File: config.mk
export PLATFORM = sky130hd
export DESIGN_NAME = hex_word_2_ascii
export DESIGN_NICKNAME = d
export VERILOG_FILES = /design/src/rtl/hex2ascii_pkg.sv /design/src/rtl/hex_nibble_ascii.sv /design/src/rtl/hex_word_2_ascii.sv
export SDC_FILE = /design/constraint.sdc
export NUM_CORES = 1
export LEC_CHECK = 0
export CAP_MARGIN = 20
export CORE_MARGIN = 5
export CORE_UTILIZATION = 55
export CTS_CLUSTER_SIZE = 8
export DETAILED_ROUTE_END_ITERATION = 6
export PLACE_DENSITY = 0.85
export SLEW_MARGIN = 20
export SYNTH_ARGS = -nofsm -noshare
export SYNTH_HDL_FRONTEND = slang
export SYNTH_HIERARCHICAL = 1
export SYNTH_SLANG_ARGS = --single-unit
File: constraint.sdc
create_clock -name clk -period 6.3 [get_ports clk]
set_input_delay 1.26 -clock clk [delete_from_list [all_inputs] [get_ports clk]]
set_output_delay 1.26 -clock clk [all_outputs]
set_load 0.005 [all_outputs]
File: src/rtl/hex2ascii_pkg.sv
// Shared constants, FSM state encoding and character-count helper for the hex word formatter.
// HEX2ASCII_CRLF_EN selects a CR LF terminator instead of a single SEP character.
package hex2ascii_pkg;

  localparam logic [7:0] ASCII_ZERO = 8'h30;
  localparam logic [7:0] ASCII_SP   = 8'h20;
  localparam logic [7:0] ASCII_CR   = 8'h0D;
  localparam logic [7:0] ASCII_LF   = 8'h0A;

  typedef enum logic [1:0] {
    S_IDLE = 2'd0,
    S_SEND = 2'd1,
    S_WAIT = 2'd2
  } state_e;

`ifdef HEX2ASCII_CRLF_EN
  localparam int TERM_LEN = 2;
`else
  localparam int TERM_LEN = 1;
`endif

  // Characters emitted per word: nibbles, optional inter-byte separators, terminator.
  function automatic int char_count(input int bytes, input int group, input int term);
    return 2 * bytes + group * (bytes - 1) + term;
  endfunction

endpackage

File: src/rtl/hex_nibble_ascii.sv
// Combinational 4-bit nibble to ASCII hex digit, letter case chosen by UPPER.
module hex_nibble_ascii
  import hex2ascii_pkg::*;
#(
  parameter bit UPPER = 1'b1
) (
  input  logic [3:0] nibble_i,
  output logic [7:0] ascii_o
);

  localparam logic [7:0] LETTER_BASE = UPPER ? 8'h37 : 8'h57;

  always_comb begin
    if (nibble_i < 4'd10) ascii_o = ASCII_ZERO + {4'h0, nibble_i};
    else                  ascii_o = LETTER_BASE + {4'h0, nibble_i};
  end

endmodule

File: src/rtl/hex_word_2_ascii.sv
// Formats a BYTES-wide word as hex ASCII, one character per UART transfer (tx_start/tx_done).
// Define HEX2ASCII_CRLF_EN to terminate each word with CR LF instead of SEP.
module hex_word_2_ascii
  import hex2ascii_pkg::*;
#(
  parameter int         BYTES = 2,
  parameter bit         UPPER = 1'b1,
  parameter bit         GROUP = 1'b0,
  parameter logic [7:0] SEP   = ASCII_SP
) (
  input  logic               clk,
  input  logic               rst,
  input  logic [8*BYTES-1:0] in_data,
  input  logic               in_valid,
  output logic               in_ready,
  input  logic               tx_done,
  output logic               tx_start,
  output logic [7:0]         tx_data,
  output logic               word_done,
  output logic [1:0]         dbg_state
);

  localparam int W      = 8 * BYTES;
  localparam int NB     = 2 * BYTES + (GROUP ? BYTES - 1 : 0);
  localparam int N      = char_count(BYTES, GROUP ? 1 : 0, TERM_LEN);
  localparam int IW     = $clog2(N + 1);
  localparam int STRIDE = GROUP ? 3 : 2;

  state_e        state_q, state_d;
  logic [IW-1:0] idx_q, idx_d;
  logic [W-1:0]  word_q, word_d;
  logic [7:0]    tx_data_q, tx_data_d;
  logic          last_char;

  int            sel, byte_n, pos_n, shamt;
  logic [W-1:0]  shifted;
  logic [3:0]    nib;
  logic [7:0]    nib_ascii;
  logic [7:0]    char_d;

  // Handshake: a word transfers on a rising edge where in_valid && in_ready;
  // in_valid with in_ready low is ignored, never queued.
  always_ff @(posedge clk or posedge rst) begin
    if (rst) begin
      state_q   <= S_IDLE;
      idx_q     <= '0;
      word_q    <= '0;
      tx_data_q <= 8'h00;
    end else begin
      state_q   <= state_d;
      idx_q     <= idx_d;
      word_q    <= word_d;
      tx_data_q <= tx_data_d;
    end
  end

  assign last_char = (idx_q == IW'(N - 1));

  always_comb begin
    state_d = state_q;
    idx_d   = idx_q;
    word_d  = word_q;
    case (state_q)
      S_IDLE: begin
        if (in_valid) begin
          word_d  = in_data;
          idx_d   = '0;
          state_d = S_SEND;
        end
      end
      S_SEND: state_d = S_WAIT;
      S_WAIT: begin
        if (tx_done) begin
          if (last_char) begin
            state_d = S_IDLE;
          end else begin
            idx_d   = idx_q + IW'(1);
            state_d = S_SEND;
          end
        end
      end
      default: state_d = S_IDLE;
    endcase
  end

  always_comb begin
    in_ready  = (state_q == S_IDLE);
    tx_start  = (state_q == S_SEND);
    word_done = (state_q == S_WAIT) && tx_done && last_char;
    tx_data   = tx_data_q;
    dbg_state = state_q;
  end

  // The character is computed from the next index/word so it is already
  // registered on tx_data during the SEND cycle.
  always_comb begin
    sel    = int'(idx_d);
    byte_n = sel / STRIDE;
    pos_n  = sel % STRIDE;
    shamt  = 0;
    if (sel < NB) shamt = 8 * (BYTES - 1 - byte_n) + ((pos_n == 0) ? 4 : 0);
    shifted = word_d >> shamt;
    nib     = shifted[3:0];
  end

  hex_nibble_ascii #(.UPPER(UPPER)) u_nibble (
    .nibble_i (nib),
    .ascii_o  (nib_ascii)
  );

  always_comb begin
    char_d = nib_ascii;
    if (sel >= NB) begin
`ifdef HEX2ASCII_CRLF_EN
      char_d = (sel == NB) ? ASCII_CR : ASCII_LF;
`else
      char_d = SEP;
`endif
    end else if (pos_n == 2) begin
      char_d = SEP;
    end
    tx_data_d = (state_d == S_SEND) ? char_d : tx_data_q;
  end

endmodule

* After elaboration in Yosys (flattened, before gate mapping)
Index checks and enable logic that the tools add are counted.
Word-level totals: register bits after elaboration 29, bits of input ports 20, output and inout port bits 13, logic and storage cells 35
Cells by class: $add $sub $neg 5, reduce and logical (&&, ||, !) cells 4, $lt $le $gt $ge 3, eq/ne operators 4, mux-type cells 14, shift-type cells 1
Operators by type and width (number):
- logical NOT 32 bit | 1
- two-way mux 16 bit | 2
- two-way mux 32 bit | 1
- >> shifter 16 x 32 -> 4 bit | 1
- two-way mux 8 bit | 2
- adder 6 x 4 -> 7 bit, first input constant | 2
- two-way mux 3 bit | 4
- adder 6 x 4 -> 7 bit | 1
- case mux 2 bit (3 select lines) | 1
- case mux 3 bit (2 select lines) | 1
- == test 2 x 1 -> 1 bit, second input constant | 2
- less-than comparator 4 bit, second input constant | 1
- two-way mux 2 bit | 2
- adder 3 x 1 -> 3 bit, second input constant | 1
- == test 3 bit, second input constant | 1
- >= comparator 3 bit, second input constant | 1
- less-than comparator 3 bit, second input constant | 1
- subtractor 1 x 2 -> 3 bit, first input constant | 1
- == test 2 bit, second input constant | 1
- logical AND 1 bit | 2
- logical NOT 2 bit | 1
- two-way mux 1 bit | 1

* Logic depth before layout (Yosys ltp)
Gate-level depths: netlist of run 1.
depth in word-level cells 12, gate-level depth with buffers 16, mapped depth without buffers 14

* Modules after synthesis
The synthesis of run 1 kept the hierarchy.
By module, submodules not included:
- hex_word_2_ascii | area an instance 1519.0 um^2, cells each 155, times used 1, seq. area each 725.7 um^2
- hex_nibble_ascii | area an instance 105.1 um^2, cells each 16, times used 1, seq. area each 0.0 um^2

* Worst setup path after synthesis of run 1
OpenSTA, ideal clock, no wires.
path kind input -> register, start input in_valid, end register tx_data_q[2], in the netlist tx_data[2], arrival time 3.295 ns, stages 11, library setup time 0.126 ns, path buffers 2, required time 6.174 ns, slack 2.879 ns, path through nor3b_2 > buf_2 > buf_4 > a211oi_1 > o32ai_1 > inv_1 > ha_1 > nand2_2 > mux2_1 > nand2_1 > o21ai_0
On the way: cells in the longest elaborated chain, start to end 10, elaborated cells on any way between the ends 20, those cells by class add/sub: 4; order compare: 3; eq/ne: 1; shift: 1; mux: 10; reduce/logical: 1
RTL lines:
- start: declaration | RTL line hex_word_2_ascii.sv:14 | input logic in_valid,
- two-way mux 3 bit | RTL line hex_word_2_ascii.sv:65 | if (in_valid) begin
- case mux 3 bit (2 select lines) | RTL line hex_word_2_ascii.sv:63 | case (state_q)
- logical NOT 32 bit | RTL line hex_word_2_ascii.sv:101 | if (sel < NB) shamt = 8 * (BYTES - 1 - byte_n) + ((pos_n == 0) ? 4 : 0);
- two-way mux 3 bit | RTL line hex_word_2_ascii.sv:101
- adder 6 x 4 -> 7 bit | RTL line hex_word_2_ascii.sv:101
- two-way mux 32 bit | RTL line hex_word_2_ascii.sv:101
- >> shifter 16 x 32 -> 4 bit * | RTL line hex_word_2_ascii.sv:102 | shifted = word_d >> shamt;
- net shifted[1] | RTL line hex_word_2_ascii.sv:36 | logic [W-1:0] shifted;
- adder 6 x 4 -> 7 bit, or another cell as far along | RTL line hex_nibble_ascii.sv:15 | else ascii_o = LETTER_BASE + {4'h0, nibble_i};
- two-way mux 8 bit * | RTL line hex_nibble_ascii.sv:14 | if (nibble_i < 4'd10) ascii_o = ASCII_ZERO + {4'h0, nibble_i};
- net nib_ascii[2] | RTL line hex_word_2_ascii.sv:38 | logic [7:0] nib_ascii;
- two-way mux 8 bit * | RTL line hex_word_2_ascii.sv:113 | if (sel >= NB) begin
- end signal: assignment | RTL line hex_word_2_ascii.sv:53 | tx_data_q <= tx_data_d;
- end: declaration | RTL line hex_word_2_ascii.sv:32 | logic [7:0] tx_data_q, tx_data_d;
Mark *: on every way through the listed nets, which the timed path passes. The rest lies on a longest branch. A chain may end at the register's enable or synchronous reset.

* Worst setup path after layout of run 1
start input tx_done, end output word_done
On the way: cells in the longest elaborated chain, start to end 2
RTL lines:
- start: declaration | RTL line hex_word_2_ascii.sv:16 | input logic tx_done,
- logical AND 1 bit (2 in a row) | RTL line hex_word_2_ascii.sv:89 | word_done = (state_q == S_WAIT) && tx_done && last_char;
- end: declaration | RTL line hex_word_2_ascii.sv:19 | output logic word_done,
Every way passes these cells.

==> summary.json, run 1 <==
{
  "run_status": {
    "run_status": "finished clean"
  },
  "worst_hold_path": {
    "hp-class": "flop to flop"
  },
  "global_route": {
    "grt_first_pass_wirelength_um": 5623,
    "grtUsageTotal_pct": 17.91,
    "antenna_found_initial": 0,
    "gr-total-overflow": 0,
    "grt_max_degree": 30,
    "first_global_vias": 1260
  },
  "routing": {
    "drtIter0Drc": 36,
    "firstDrtPassIters": 5,
    "routed_wl_um": 3330,
    "drt.antenna.violating_nets": 0,
    "wl_per_cell_um": 14.23,
    "dr_total_vias": 1276,
    "vias_per_cell": 5.453,
    "drcViolationCount": 0
  },
  "sta": {
    "fmax_mhz": 250.0,
    "timing.final.crit_period_ps": 4000,
    "fin_setup_tns_ps": 0,
    "skew_ps": 2.970,
    "timing_hold_violations_final": 0,
    "slew-limit-headroom_pct": 43.21,
    "timing.final.setup_violations": 0,
    "slew_viol_final": 0,
    "worst_pin_slew_ps": 849.2,
    "final_critical_path_setup_slack_ps": 2300,
    "setup_repair_after_global_routing_missed_its_margin": "false",
    "final_min_period_over_clock_period_pct": 63.49
  },
  "finish": {
    "fin_cells": 234,
    "multi_input_area_um2": 780.7,
    "sequential_cell_area_um2": 725.7,
    "antenna_cells_inserted": 0,
    "area_growth_pct": 21.73,
    "n_fill_cell": 228,
    "design.final.nets": 226,
    "finalCoreUtilization_pct": 70.47,
    "final_layout_size_suffix_gt1_share_pct": 12.81
  },
  "worst_setup_path": {
    "worstPathRequired_ps": 5040,
    "cp_arrival_ps": 2740,
    "worst_setup_path_start_kind": "input pin",
    "r2r_setup_slack_ps": 3040,
    "worstSetupEndpointType": "primary output",
    "critical_path.max_fanout": 6,
    "critPathKind": "input pin to primary output"
  },
  "clocking": {
    "cts_setup_buffers": 0,
    "cts_clock_pin_slew_for_the_worst_setup_and_hold_paths_ps": 80,
    "cts_buf_count": 5,
    "clock_latency_ps": 320,
    "cts_htree_levels": 2,
    "clock-sinks": 29,
    "cts_hold_bufs": 0,
    "tritoncts": "yes",
    "cts-resized-gates": 0,
    "cts-root-to-sink-buffers": 2,
    "clk_root_buffer_cell": "sky130_fd_sc_hd__clkbuf_4"
  },
  "placement": {
    "globalplace.congestion": 0.8941,
    "placement.setup.worst_slack_ps": 2050,
    "dpl.hpwl_um": 2568,
    "total_of_buffers_placed_on_input_and_output_ports": 32,
    "dp_cells": 227
  },
  "floorplanning": {
    "design.portCount": 33,
    "fp-row-count": 19,
    "dieWidth_um": 64.34,
    "floorplan.die.height_um": 64.34,
    "core_area_um2": 2805,
    "effective_utilization_at_floorplan_pct": 57.89,
    "design.die.area_um2": 4140
  },
  "power_and_ir_drop": {
    "power.static_leakage_nw": 0.9068,
    "vdd_drop_max_mv": 0.2559,
    "power-per-cell-area_nw_per_um2": 502.6
  },
  "synth": {
    "ys.warnings.count": 6,
    "postSynthAreaPerCell_um2": 9.497,
    "netlist-cell-type-count": 43,
    "synth_nets": 194,
    "mappedNetlistArea_um2": 1624,
    "synth.yosys.seq_area_share_pct": 44.68,
    "yosysTopAreaCellShare_pct": 44.68,
    "yosys_register_bits": 29,
    "synth_largest_area_cell": "sky130_fd_sc_hd__dfrtp_1",
    "synth.top_cells.by_area": "sky130_fd_sc_hd__dfrtp_1, sky130_fd_sc_hd__nand2_1, sky130_fd_sc_hd__a21oi_1, sky130_fd_sc_hd__buf_6, sky130_fd_sc_hd__mux2_2",
    "post_synthesis_cell_count": 171
  },
  "run": {
    "timing.max_cap.violations": 0
  }
}
kinds of logic after synthesis:
| family | after synthesis | share of synthesized area (%) |
|---|---|---|
| fa+ha+maj | 3 | 2.311 |
| flops | 29 | 44.68 |
| xor+xnor | 1 | 0.5394 |
| mux | 9 | 5.932 |
| compound gates | 37 | 17.72 |
| other cells | 1 | 0.2309 |
| simple gates | 71 | 21.34 |
| buf+inv | 20 | 7.241 |
cell type report:
class,count,area share (%)
inverter,12,2.468
timing repair buffer,33,16.58
sequential,29,36.71
clock buffer,7,2.785
multi-input combinational,122,39.49
tap,31,1.962
per-stage QoR:
step                hold slack, ps  power (mW)  area (um^2)
CTS                          487.1       1.001         1977
finish                       487.5      0.9935         1977
floorplan                    437.9      0.7296         1624
global route                 512.9       1.082         1977
global placement             460.4      0.8593         1922
detailed placement           464.6      0.8866         1922
layer usage:
| metal | vias up | wire, um | global-route usage (%) | share of wire [%] |
|---|---|---|---|---|
| met4 | 0 | 77 | 9.499 | 2.3 |
| met2 | 46 | 1724 | 31.96 | 52 |
| met1 | 589 | 1325 | 18.53 | 40 |
| li1 | 631 | - | - | - |
| met5 | - | 0 | 0 | 0 |
| met3 | 10 | 201 | 5.954 | 6.0 |
cell usage in the layout (no fill, tap or decap), drive strengths merged:
cell type / n
nand2: 44
clkdlybuf4s50: 32
dfrtp: 29
a21oi: 14
inv: 11
o21ai: 9
nor2: 8
nor2b: 8
clkbuf: 7
mux2: 5
mux2i: 4
a211oi: 4
o32ai: 4
ha: 3
and3b: 2
nor3b: 2
a31oi: 2
nand2b: 2
a21o: 1
or2: 1
o21bai: 1
and2: 1
a221oi: 1
and3: 1
or3: 1
clkinv: 1
and4: 1
buf: 1
xnor2: 1
o21a: 1
conb: 1
worst paths after layout:
path / startpoint / to / depth (start not counted)
max reg2reg: idx_q[0]$_DFF_PP0_ / tx_data[2]$_DFFE_PP0N_ / 12
max in group asynchronous: rst / word_q[15]$_DFF_PP0_ / 2
min in group asynchronous: rst / tx_data[2]$_DFFE_PP0N_ / 2
max: tx_done / word_done / 4
min: word_q[7]$_DFF_PP0_ / word_q[7]$_DFF_PP0_ / 2
min reg2reg: word_q[7]$_DFF_PP0_ / word_q[7]$_DFF_PP0_ / 2
state kept, by name, indices dropped and copies added, names as in the netlist:
name       cells
tx_data        8
word_q        16
idx_q          3
dbg_state      2
critical path, cell delays in order:
cell                              delay [ps]
sky130_fd_sc_hd__clkdlybuf4s50_1         490
sky130_fd_sc_hd__nor2b_4                 270
sky130_fd_sc_hd__and4_1                  220
sky130_fd_sc_hd__clkdlybuf4s50_1         500
synthesized netlist by cell type (all sizes together):
library cell,n
nor2b,8
a221oi,1
o21ai,9
nand2,44
xnor2,1
buf,7
inv,11
a211oi,4
mux2,5
or3,1
clkbuf,1
conb,1
clkinv,1
nor3b,2
dfrtp,29
and3,1
a21oi,14
nand2b,2
or2,1
mux2i,4
a21o,1
nor2,8
o21bai,1
a31oi,2
ha,3
and4,1
o21a,1
and2,1
o32ai,4
and3b,2
power breakdown:
part / leakage [nW] / total (mW) / internal (mW) / switching, mW
Sequential: 0.356 / 0.332 / 0.271 / 0.0606
Clock: 0.0314 / 0.111 / 0.0525 / 0.0585
Combinational: 0.520 / 0.551 / 0.268 / 0.283
(Power assumes the default switching activity.)
==> run 2, diff against run 1 <==
Settings changed: CORE_UTILIZATION 55 to 51, PLACE_DENSITY 0.85 to 0.79.
Clock period 6.3 ns to 4.15 ns, I/O delays scaled along.
==> run 2 against run 1 <==
Clock power rose by 54%; largest cell class unchanged; via count fell by 0.63%; sequential cell count did not move; power rose by 54%; final area rose by 1.6%; sequential power rose by 49%; non-clock buffer count rose by 2; critical path depth rose by 10; global-route usage fell by 0.66 points; cell count rose by 6.4%; clock skew rose by 5.0 ps.
==> summary.json, run 2 (synthesis results as in run 1) <==
{
  "run_status": {
    "run_status": "finished clean"
  },
  "finish": {
    "antenna_cells_inserted": 0,
    "largest_reg_flops": 16,
    "area_growth_pct": 23.65,
    "final_layout_size_suffix_gt1_share_pct": 13.66,
    "most_common_library_cell_in_the_layout_ignoring_fill_and_taps": "sky130_fd_sc_hd__nand2_1",
    "largest-register": "word_q",
    "finalCoreUtilization_pct": 65.78,
    "n_fill_cell": 265,
    "design.final.nets": 228,
    "final_design_area_no_fill_um2": 2008,
    "layout_common_cells": "sky130_fd_sc_hd__nand2_1, sky130_fd_sc_hd__clkdlybuf4s50_1, sky130_fd_sc_hd__dfrtp_1"
  },
  "placement": {
    "place_area_um2": 1953,
    "total_of_buffers_placed_on_input_and_output_ports": 32,
    "dpl.hpwl_um": 2370,
    "globalplace.congestion": 0.8562
  },
  "power_and_ir_drop": {
    "switch_pwr_mw": 0.6048,
    "cellInternalPower_mw": 0.9205,
    "vdd_drop_max_mv": 0.3317,
    "p_sw_share_pct": 39.65,
    "power.static_leakage_nw": 0.9167,
    "power.share.combinational_pct": 56.3,
    "power.share.clock_pct": 11.2,
    "power-per-cell-area_nw_per_um2": 759.6,
    "seqPwrFrac_pct": 32.5
  },
  "routing": {
    "drt.antenna.violating_nets": 0,
    "routed_wl_um": 3219,
    "wl_per_cell_um": 12.93,
    "firstDrtPassIters": 4,
    "drtIter0Drc": 45,
    "vias_per_cell": 5.092,
    "dr_total_vias": 1268,
    "drcViolationCount": 0
  },
  "floorplanning": {
    "fp-row-count": 20,
    "floorplan.die.height_um": 66.43,
    "effective_utilization_at_floorplan_pct": 53.20,
    "design.portCount": 33,
    "design.die.area_um2": 4413,
    "dieWidth_um": 66.43,
    "core_area_um2": 3053
  },
  "clocking": {
    "clock_latency_ps": 320,
    "cts_hold_bufs": 0,
    "clock-sinks": 29,
    "cts-root-to-sink-buffers": 2,
    "cts-resized-gates": 0,
    "cts_buf_count": 5,
    "cts_htree_levels": 2,
    "clk_root_buffer_cell": "sky130_fd_sc_hd__clkbuf_4",
    "tritoncts": "yes",
    "cts_clock_pin_slew_for_the_worst_setup_and_hold_paths_ps": 80,
    "cts_setup_buffers": 0
  },
  "worst_setup_path": {
    "most_used_cell_along_the_critical_path": "sky130_fd_sc_hd__a21oi_1",
    "crit_path_cell_trace": "clkdlybuf4s50_1 -> nor2b_4 -> a21oi_1 -> or3_1 -> clkinv_2 -> a21oi_1 -> o32ai_1 -> buf_4 -> inv_1 -> ha_1 -> nand2_2 -> mux2_1 -> nand2_1 -> o21ai_0",
    "critical_path.max_fanout": 12,
    "critPathSlowestCell": "sky130_fd_sc_hd__or3_1",
    "worst_setup_path_start_kind": "input pin",
    "cp_arrival_ps": 3540,
    "worst_path_largest_cell_delay_ps": 510,
    "critPathKind": "input pin to flop",
    "worstPathRequired_ps": 4350,
    "worstSetupEndpointType": "flop",
    "cp_num_buf_inv": 4,
    "worst_path_dominant_cell_family": "buffers and inverters"
  },
  "sta": {
    "slew_viol_final": 0,
    "fmax_mhz": 299.3,
    "skew_ps": 7.953,
    "worst_pin_slew_ps": 770.5,
    "slew-limit-headroom_pct": 48.48,
    "timing.final.crit_period_ps": 3341,
    "timing.final.setup_violations": 0,
    "setup_repair_after_global_routing_missed_its_margin": "false",
    "final_min_period_over_clock_period_pct": 80.50,
    "fin_setup_tns_ps": 0,
    "timing_hold_violations_final": 0
  },
  "global_route": {
    "first_global_vias": 1294,
    "grt_first_pass_wirelength_um": 5658,
    "grt_max_degree": 30,
    "grtUsageTotal_pct": 17.25,
    "antenna_found_initial": 0,
    "gr-total-overflow": 0
  },
  "run": {
    "timing.max_cap.violations": 0
  },
  "worst_hold_path": {
    "hp-class": "flop to flop"
  }
}
[run 2: cell count changes in the layout (fill, tap and decap cells not counted), sizes merged]
| cell | before | now |
|---|---|---|
| buf | 1 | 3 |
[run 2: metal layers]
metal  vias up  global-route usage, %  part of all wire, %
met4         0                  5.330                 0.59
met2        27                  29.00                   50
met5         -                      0                    0
li1        632                      -                    -
met3         2                  6.803                  4.8
met1       607                  20.04                   45
[run 2: layout make-up]
class                           instances  area (um^2)  share of cell area (%)
Timing Repair Buffer                   35        342.8                   17.07
Clock buffer                            7        55.05                   2.741
Sequential cell                        29        725.7                   36.14
Inverter                               12        48.80                   2.430
Tap cell                               44        55.05                   2.741
Multi-Input combinational cell        122        780.7                   38.88
[run 2: power by group through the flow]
stage          logic, mW  clock network [mW]  registers (mW)
2_1_floorplan      0.625                   0           0.483
3_3_place_gp       0.841                   0           0.497
3_5_place_dp       0.860                   0           0.504
4_1_cts            0.866               0.176           0.498
5_1_grt            0.965               0.190           0.517
6_report           0.858               0.171           0.496
[run 2: final timing paths]
| check | start | to | slack, ps | cells past startpoint |
|---|---|---|---|---|
| setup / recovery | tx_done | tx_data[2]$_DFFE_PP0N_ | 810 | 14 |
| hold / removal | word_q[6]$_DFF_PP0_ | word_q[6]$_DFF_PP0_ | 470 | 2 |
| setup reg to reg | idx_q[0]$_DFF_PP0_ | tx_data[2]$_DFFE_PP0N_ | 1040 | 10 |
| hold reg to reg | word_q[6]$_DFF_PP0_ | word_q[6]$_DFF_PP0_ | 470 | 2 |
| max in group asynchronous | rst | word_q[8]$_DFF_PP0_ | 2860 | 2 |
| min in group asynchronous | rst | tx_data[0]$_DFFE_PP0N_ | 890 | 2 |
[run 2: through the flow]
step	total power [mW]	setup WS, ps	hold WS [ps]	instances
after floorplan	1.108	1159	437.9	171
after global placement	1.339	520.1	451.7	242
after detailed placement	1.363	470.3	454.1	242
after CTS	1.540	801.5	474.4	249
after global routing	1.672	543.5	485.9	249
final	1.525	809.1	472.7	249
[run 2: worst register-to-register path: stages, from the launching register on]
cell	delay [ps]
sky130_fd_sc_hd__dfrtp_1	420
sky130_fd_sc_hd__inv_1	60
sky130_fd_sc_hd__ha_1	280
sky130_fd_sc_hd__and2_1	180
sky130_fd_sc_hd__a221oi_4	610
sky130_fd_sc_hd__a211oi_1	190
sky130_fd_sc_hd__o32ai_1	720
sky130_fd_sc_hd__nor2b_1	100
sky130_fd_sc_hd__mux2_1	310
sky130_fd_sc_hd__nand2_1	50
sky130_fd_sc_hd__o21ai_0	60
==> run 3, diff against run 2 <==
Settings changed: CORE_UTILIZATION 51 to 46, PLACE_DENSITY 0.79 to 0.76.
Clock period 4.15 ns to 2.9 ns, I/O delays scaled along.
==> run 3 against run 2 <==
Clock power is 34% higher; setup slack worse by 680 ps; final area is 7.9% higher; critical path type unchanged; largest power group unchanged; sequential share of layout area is 2.6 points lower.
==> summary.json, run 3 (synthesis results as in run 1) <==
{
  "routing": {
    "drtIter0Drc": 37,
    "dr_wl_met3_um": 153,
    "maxUsedRoutingLayer": "met4",
    "drt-met1-wl_um": 1561,
    "dr_total_vias": 1327,
    "vias_per_cell": 4.933,
    "drt.antenna.violating_nets": 0,
    "routed-wl-met2_um": 1809,
    "wl_per_cell_um": 13.35,
    "firstDrtPassIters": 4,
    "routed_wl_um": 3592,
    "drcViolationCount": 0
  },
  "floorplanning": {
    "dieWidth_um": 69.42,
    "core_area_um2": 3390,
    "effective_utilization_at_floorplan_pct": 47.91,
    "design.portCount": 33,
    "floorplan.die.height_um": 69.42,
    "design.die.area_um2": 4819,
    "fp-row-count": 21
  },
  "power_and_ir_drop": {
    "switch_pwr_mw": 0.9389,
    "power-per-cell-area_nw_per_um2": 1115,
    "vdd_drop_max_mv": 0.4958,
    "power.share.combinational_pct": 60.9,
    "p_sw_share_pct": 38.85,
    "cellInternalPower_mw": 1.478,
    "power.share.clock_pct": 9.5,
    "power.static_leakage_nw": 1.008,
    "seqPwrFrac_pct": 29.7
  },
  "finish": {
    "final_layout_size_suffix_gt1_share_pct": 22.42,
    "fin_cells": 269,
    "most_common_library_cell_in_the_layout_ignoring_fill_and_taps": "sky130_fd_sc_hd__nand2_1",
    "area_growth_pct": 33.44,
    "layout_common_cells": "sky130_fd_sc_hd__nand2_1, sky130_fd_sc_hd__clkdlybuf4s50_1, sky130_fd_sc_hd__dfrtp_1",
    "design.final.nets": 245,
    "largest-register": "word_q",
    "antenna_cells_inserted": 0,
    "largest_reg_flops": 16
  },
  "worst_setup_path": {
    "reg2regPathDepth": 14,
    "critical_path.max_fanout": 5,
    "timing.rr.end": "tx_data[2]$_DFFE_PP0N_",
    "r2r_setup_slack_ps": 180,
    "worst_path_largest_cell_delay_ps": 520,
    "crit_path_cell_trace": "clkdlybuf4s50_1 -> nor2b_4 -> buf_4 -> a31oi_4 -> inv_4 -> a21oi_2 -> nand2b_4 -> o32ai_2 -> inv_1 -> ha_1 -> nand2_2 -> mux2_1 -> nand2_1 -> o21ai_0",
    "critPathSlowestCell": "sky130_fd_sc_hd__clkdlybuf4s50_1",
    "worstSetupEndpointType": "flop",
    "worst_setup_path_startpoint": "tx_done",
    "cp_num_buf_inv": 4,
    "worst_path_dominant_cell_family": "buffers and inverters",
    "worst_setup_path_endpoint": "tx_data[2]$_DFFE_PP0N_",
    "worst_setup_path_start_kind": "input pin",
    "cp_arrival_ps": 2970,
    "worstPathRequired_ps": 3100,
    "cp_num_cells": 14,
    "r2r-start": "idx_q[1]$_DFF_PP0_",
    "critPathKind": "input pin to flop"
  },
  "sta": {
    "skew_ps": 16.99,
    "timing.final.setup_violations": 0,
    "worst_hold_slack_ps": 484.3,
    "final_critical_path_setup_slack_ps": 128.3,
    "final_min_period_over_clock_period_pct": 95.58,
    "timing.final.crit_period_ps": 2772,
    "fmax_mhz": 360.8,
    "timing_hold_violations_final": 0,
    "slew_viol_final": 0
  },
  "clocking": {
    "cts_clock_pin_slew_for_the_worst_setup_and_hold_paths_ps": 90,
    "tritoncts": "yes",
    "clock-sinks": 29,
    "cts_htree_levels": 2,
    "cts_buf_count": 5,
    "cts-root-to-sink-buffers": 2,
    "clk_root_buffer_cell": "sky130_fd_sc_hd__clkbuf_4",
    "clock_latency_ps": 330
  },
  "run": {
    "timing.max_cap.violations": 0
  },
  "run_status": {
    "run_status": "finished clean"
  },
  "worst_hold_path": {
    "hp-class": "flop to flop",
    "holdCritStartpoint": "word_q[6]$_DFF_PP0_"
  },
  "global_route": {
    "grt_max_degree": 30,
    "gr-total-overflow": 0,
    "antenna_found_initial": 0,
    "grtUsageTotal_pct": 16.11,
    "grt_first_pass_wirelength_um": 6113,
    "first_global_vias": 1350
  },
  "placement": {
    "dpl.hpwl_um": 2711,
    "dp_cells": 260,
    "total_of_buffers_placed_on_input_and_output_ports": 32,
    "placement.setup.worst_slack_ps": -312.2,
    "globalplace.congestion": 0.8146
  }
}
[run 3: worst register-to-register path, stage by stage (launching register included)]
cell and delay, ps:
sky130_fd_sc_hd__dfrtp_2 420, sky130_fd_sc_hd__inv_1 60, sky130_fd_sc_hd__ha_1 260, sky130_fd_sc_hd__and2_1 190
sky130_fd_sc_hd__a221oi_4 310, sky130_fd_sc_hd__buf_4 180, sky130_fd_sc_hd__nor2b_1 40, sky130_fd_sc_hd__a211oi_1 260
sky130_fd_sc_hd__o32ai_2 140, sky130_fd_sc_hd__inv_1 70, sky130_fd_sc_hd__ha_1 180, sky130_fd_sc_hd__nand2_2 60
sky130_fd_sc_hd__mux2_1 300, sky130_fd_sc_hd__nand2_1 50, sky130_fd_sc_hd__o21ai_0 70
[run 3: area by class of cell]
type	instances	area, um^2
multi-input cells	122	804.5
well taps	46	57.56
inverters	12	48.80
clock buffers	6	41.29
repair buffers	52	478.0
clock inverters	2	10.01
flip-flops and latches	29	726.9
fillers	279	1222
[run 3: power by group through the flow]
stage / combinational (mW) / clock (mW) / sequential, mW
floorplan: 0.894 / 0 / 0.691
global placement: 1.39 / 0 / 0.709
detailed placement: 1.42 / 0 / 0.725
CTS: 1.43 / 0.234 / 0.716
global route: 1.63 / 0.255 / 0.742
finish: 1.47 / 0.229 / 0.717
[run 3: worst min-delay path by stage]
stage	slack [ps]	depth (start not counted)	end
2_1_floorplan	440	2	word_q[4]$_DFF_PP0_
3_3_place_gp	450	2	word_q[7]$_DFF_PP0_
3_5_place_dp	460	2	word_q[6]$_DFF_PP0_
4_1_cts	480	2	word_q[6]$_DFF_PP0_
5_1_grt	500	2	word_q[6]$_DFF_PP0_
6_report	480	2	word_q[6]$_DFF_PP0_
[run 3: per-layer routing]
layer | up-vias | track usage, %
met2 | 24 | 27.01
met3 | 6 | 5.217
met5 | - | 0
met4 | 0 | 6.508
met1 | 630 | 18.94
li1 | 667 | -
[run 3: what timing repair did]
item | CTS | global route
endpoints found under the setup margin | 0 | 6
endpoints found under the hold margin | 0 | 0
gates resized for setup | 0 | 7
buffers inserted | 0 | 1
hold buffers | 0 | 0
[run 3: through the flow]
stage	util (%)	power, mW	TNS, ps	instance area [um^2]
after floorplan	-	1.585	0	1624
after global placement	61.24	2.095	-1149	2076
after detailed placement	61.24	2.142	-1522	2076
after CTS	62.75	2.376	0	2127
after global routing	63.93	2.630	-11.24	2167
final	63.93	2.416	0	2167
==> RTL edit (settings of run 1) <==
The parameter `BYTES` goes from 2 to 1.
--- a/src/rtl/hex_word_2_ascii.sv
+++ b/src/rtl/hex_word_2_ascii.sv
@@ -5,3 +5,3 @@
 #(
-  parameter int         BYTES = 2,
+  parameter int         BYTES = 1,
   parameter bit         UPPER = 1'b1,
Ports: changed (resized in_data); port bits go from 33 to 25. The function was not compared with the original's and may differ.
==> RTL edit against run 1 <==
Count of clock-buffer cells in the layout fell by 4. Sequential cell count fell by 9. Cell area fell by 33%. Synthesized area fell by 37%. Critical path depth did not move. Setup slack improved by 0.082 ns. Largest cell class is now registers. Hold slack improved by 0.023 ns. Sequential share of layout area rose by 1.3 points. Power fell by 28%. Routed wire length fell by 40%. Sequential power fell by 34%.
==> RTL edit: results (changes against run 1) <==
H-tree levels: 1 (-1)
Ys Warns: 6 (unchanged)
Synth area leaders: dfrtp_1 (49%), mux2_2 (8.9%), a22o_1 (6.0%)
Post-CTS Resized: 0 (unchanged)
share of cells above drive strength 1: 16.4% (+3.6 points)
skew final: 0.00396 ns (+0.000989 ns)
Syn Nets: 101 (-48%)
Max clock buf depth: 2 (unchanged)
crit path DAT: 2.66 ns (-0.08 ns)
worst slack at placement: 2.37 ns (+0.316 ns)
Worst VDD drop: 0.332 mV (+30%)
first-pass GRT wire length: 3330 um (-41%)
vias in the first global route: 764 (-39%)
slowest stage delay, CP: 0.53 ns (+0.03 ns)
clk root buf: clkbuf_4
crit path max fanout: 5 (-1)
fraction of registers with async set/reset: 100% (unchanged)
DP Area: 1260 sq um (-34%)
Clock Pin Slew Worst Setup and Hold Paths: 0.11 ns (+0.03 ns)
routed length on met2: 1010 um (-42%)
Starting DRT DRC Count: 10 (-72%)
Synth top cells by count: dfrtp_1 (20), mux2_2 (8), a22o_1 (7), inv_1 (6)
static leakage power: 0.594 nW (-34%)
met3 Use GR: 4.23% (-1.7 points)
Vias: 719 (-44%)
WL met1: 836 um (-37%)
CTS Buf Count: 3 (-2)
IO buf count: 24 (-25%)
Synth Area per Inst: 11.8 sq um (+25%)
ys flop type: dfrtp_1
Netlist cell types: 31 (-28%)
Skew-Pair Late Insertion Delay: 0.30 ns (-0.02 ns)
sequential share of the synthesized area: 49.2% (+4.5 points)
gpl congestion: 0.837 (-6.4%)
clock tree from TritonCTS: yes
P_int: 0.000473 W (-20%)
metal3 WL: 123 um (-39%)
Vias/cell: 5.33 (-2.3%)
Top delay family on crit path: buffers and inverters
met1 Use GR: 19.1% (+0.55 points)
max_slew headroom: 49.5% (+6.3 points)
HPWL after DPL: 1520 um (-41%)
Tot GR Track Use: 16.6% (-1.3 points)
Antenna diodes: 0 (unchanged)
DRT Pass-1 Iters: 4 (-1)
Routed Wire Length: 1980 um (-40%)
initial antenna violation count: 0 (unchanged)
pin count of the biggest net entering global routing: 21 (-30%)
Placed Cells: 131 (-42%)
M2 GR Usage: 28.5% (-3.4 points)
outcome: completed
Post-CTS Setup Inserts: 0 (unchanged)
Max Cap Violations: 0 (unchanged)
Top Layer Used: met4
## RTL edit: cell types whose count changed in the layout (fill, tap and decap cells not counted), sizes merged, moves of 7 or more
cell / run 1 / this run
a21oi: 14 / 2
a22o: 0 / 7
clkdlybuf4s50: 32 / 24
dfrtp: 29 / 20
mux2: 5 / 13
nand2: 44 / 1
## RTL edit: final cells by class
class / instances / area [sq um]
fill: 118 / 428
sequential: 20 / 500
clock inverter: 1 / 30.0
inverter: 6 / 22.5
tap: 25 / 31.3
multi-input combinational: 56 / 470
timing repair buffer: 24 / 240
clock buffer: 3 / 22.5
## RTL edit: cells by family (layout without fill, tap and decap cells)
kind of cell,after synthesis,after routing,synth area share (%)
compound gates,19,19,14.1
xor+xnor,1,1,0.861
fa+ha+maj,3,3,3.69
buf+inv,10,34,4.55
flops,20,20,49.2
mux,13,13,15.9
other cells,1,1,0.369
simple gates,19,19,11.3
## RTL edit: final timing paths
path | startpoint | end | slack, ns | cells past startpoint
max | tx_done | word_done | 2.38 | 4
min in group asynchronous | rst | tx_data[2] | 1.38 | 2
max reg2reg | idx_q[0] | tx_data[2] | 3.38 | 11
min reg2reg | word_q[6] | word_q[6] | 0.51 | 1
min | word_q[6] | word_q[6] | 0.51 | 1
max in group asynchronous | rst | word_q[0] | 4.45 | 2
## RTL edit: power groups by stage
stage / Sequential (W) / Combinational (W) / Clock, W
final: 0.000220 / 0.000391 / 0.000103
after global routing: 0.000229 / 0.000429 / 0.000113
after CTS: 0.000220 / 0.000394 / 0.000108
after detailed placement: 0.000223 / 0.000392 / 0
after global placement: 0.000219 / 0.000379 / 0
after floorplan: 0.000214 / 0.000279 / 0
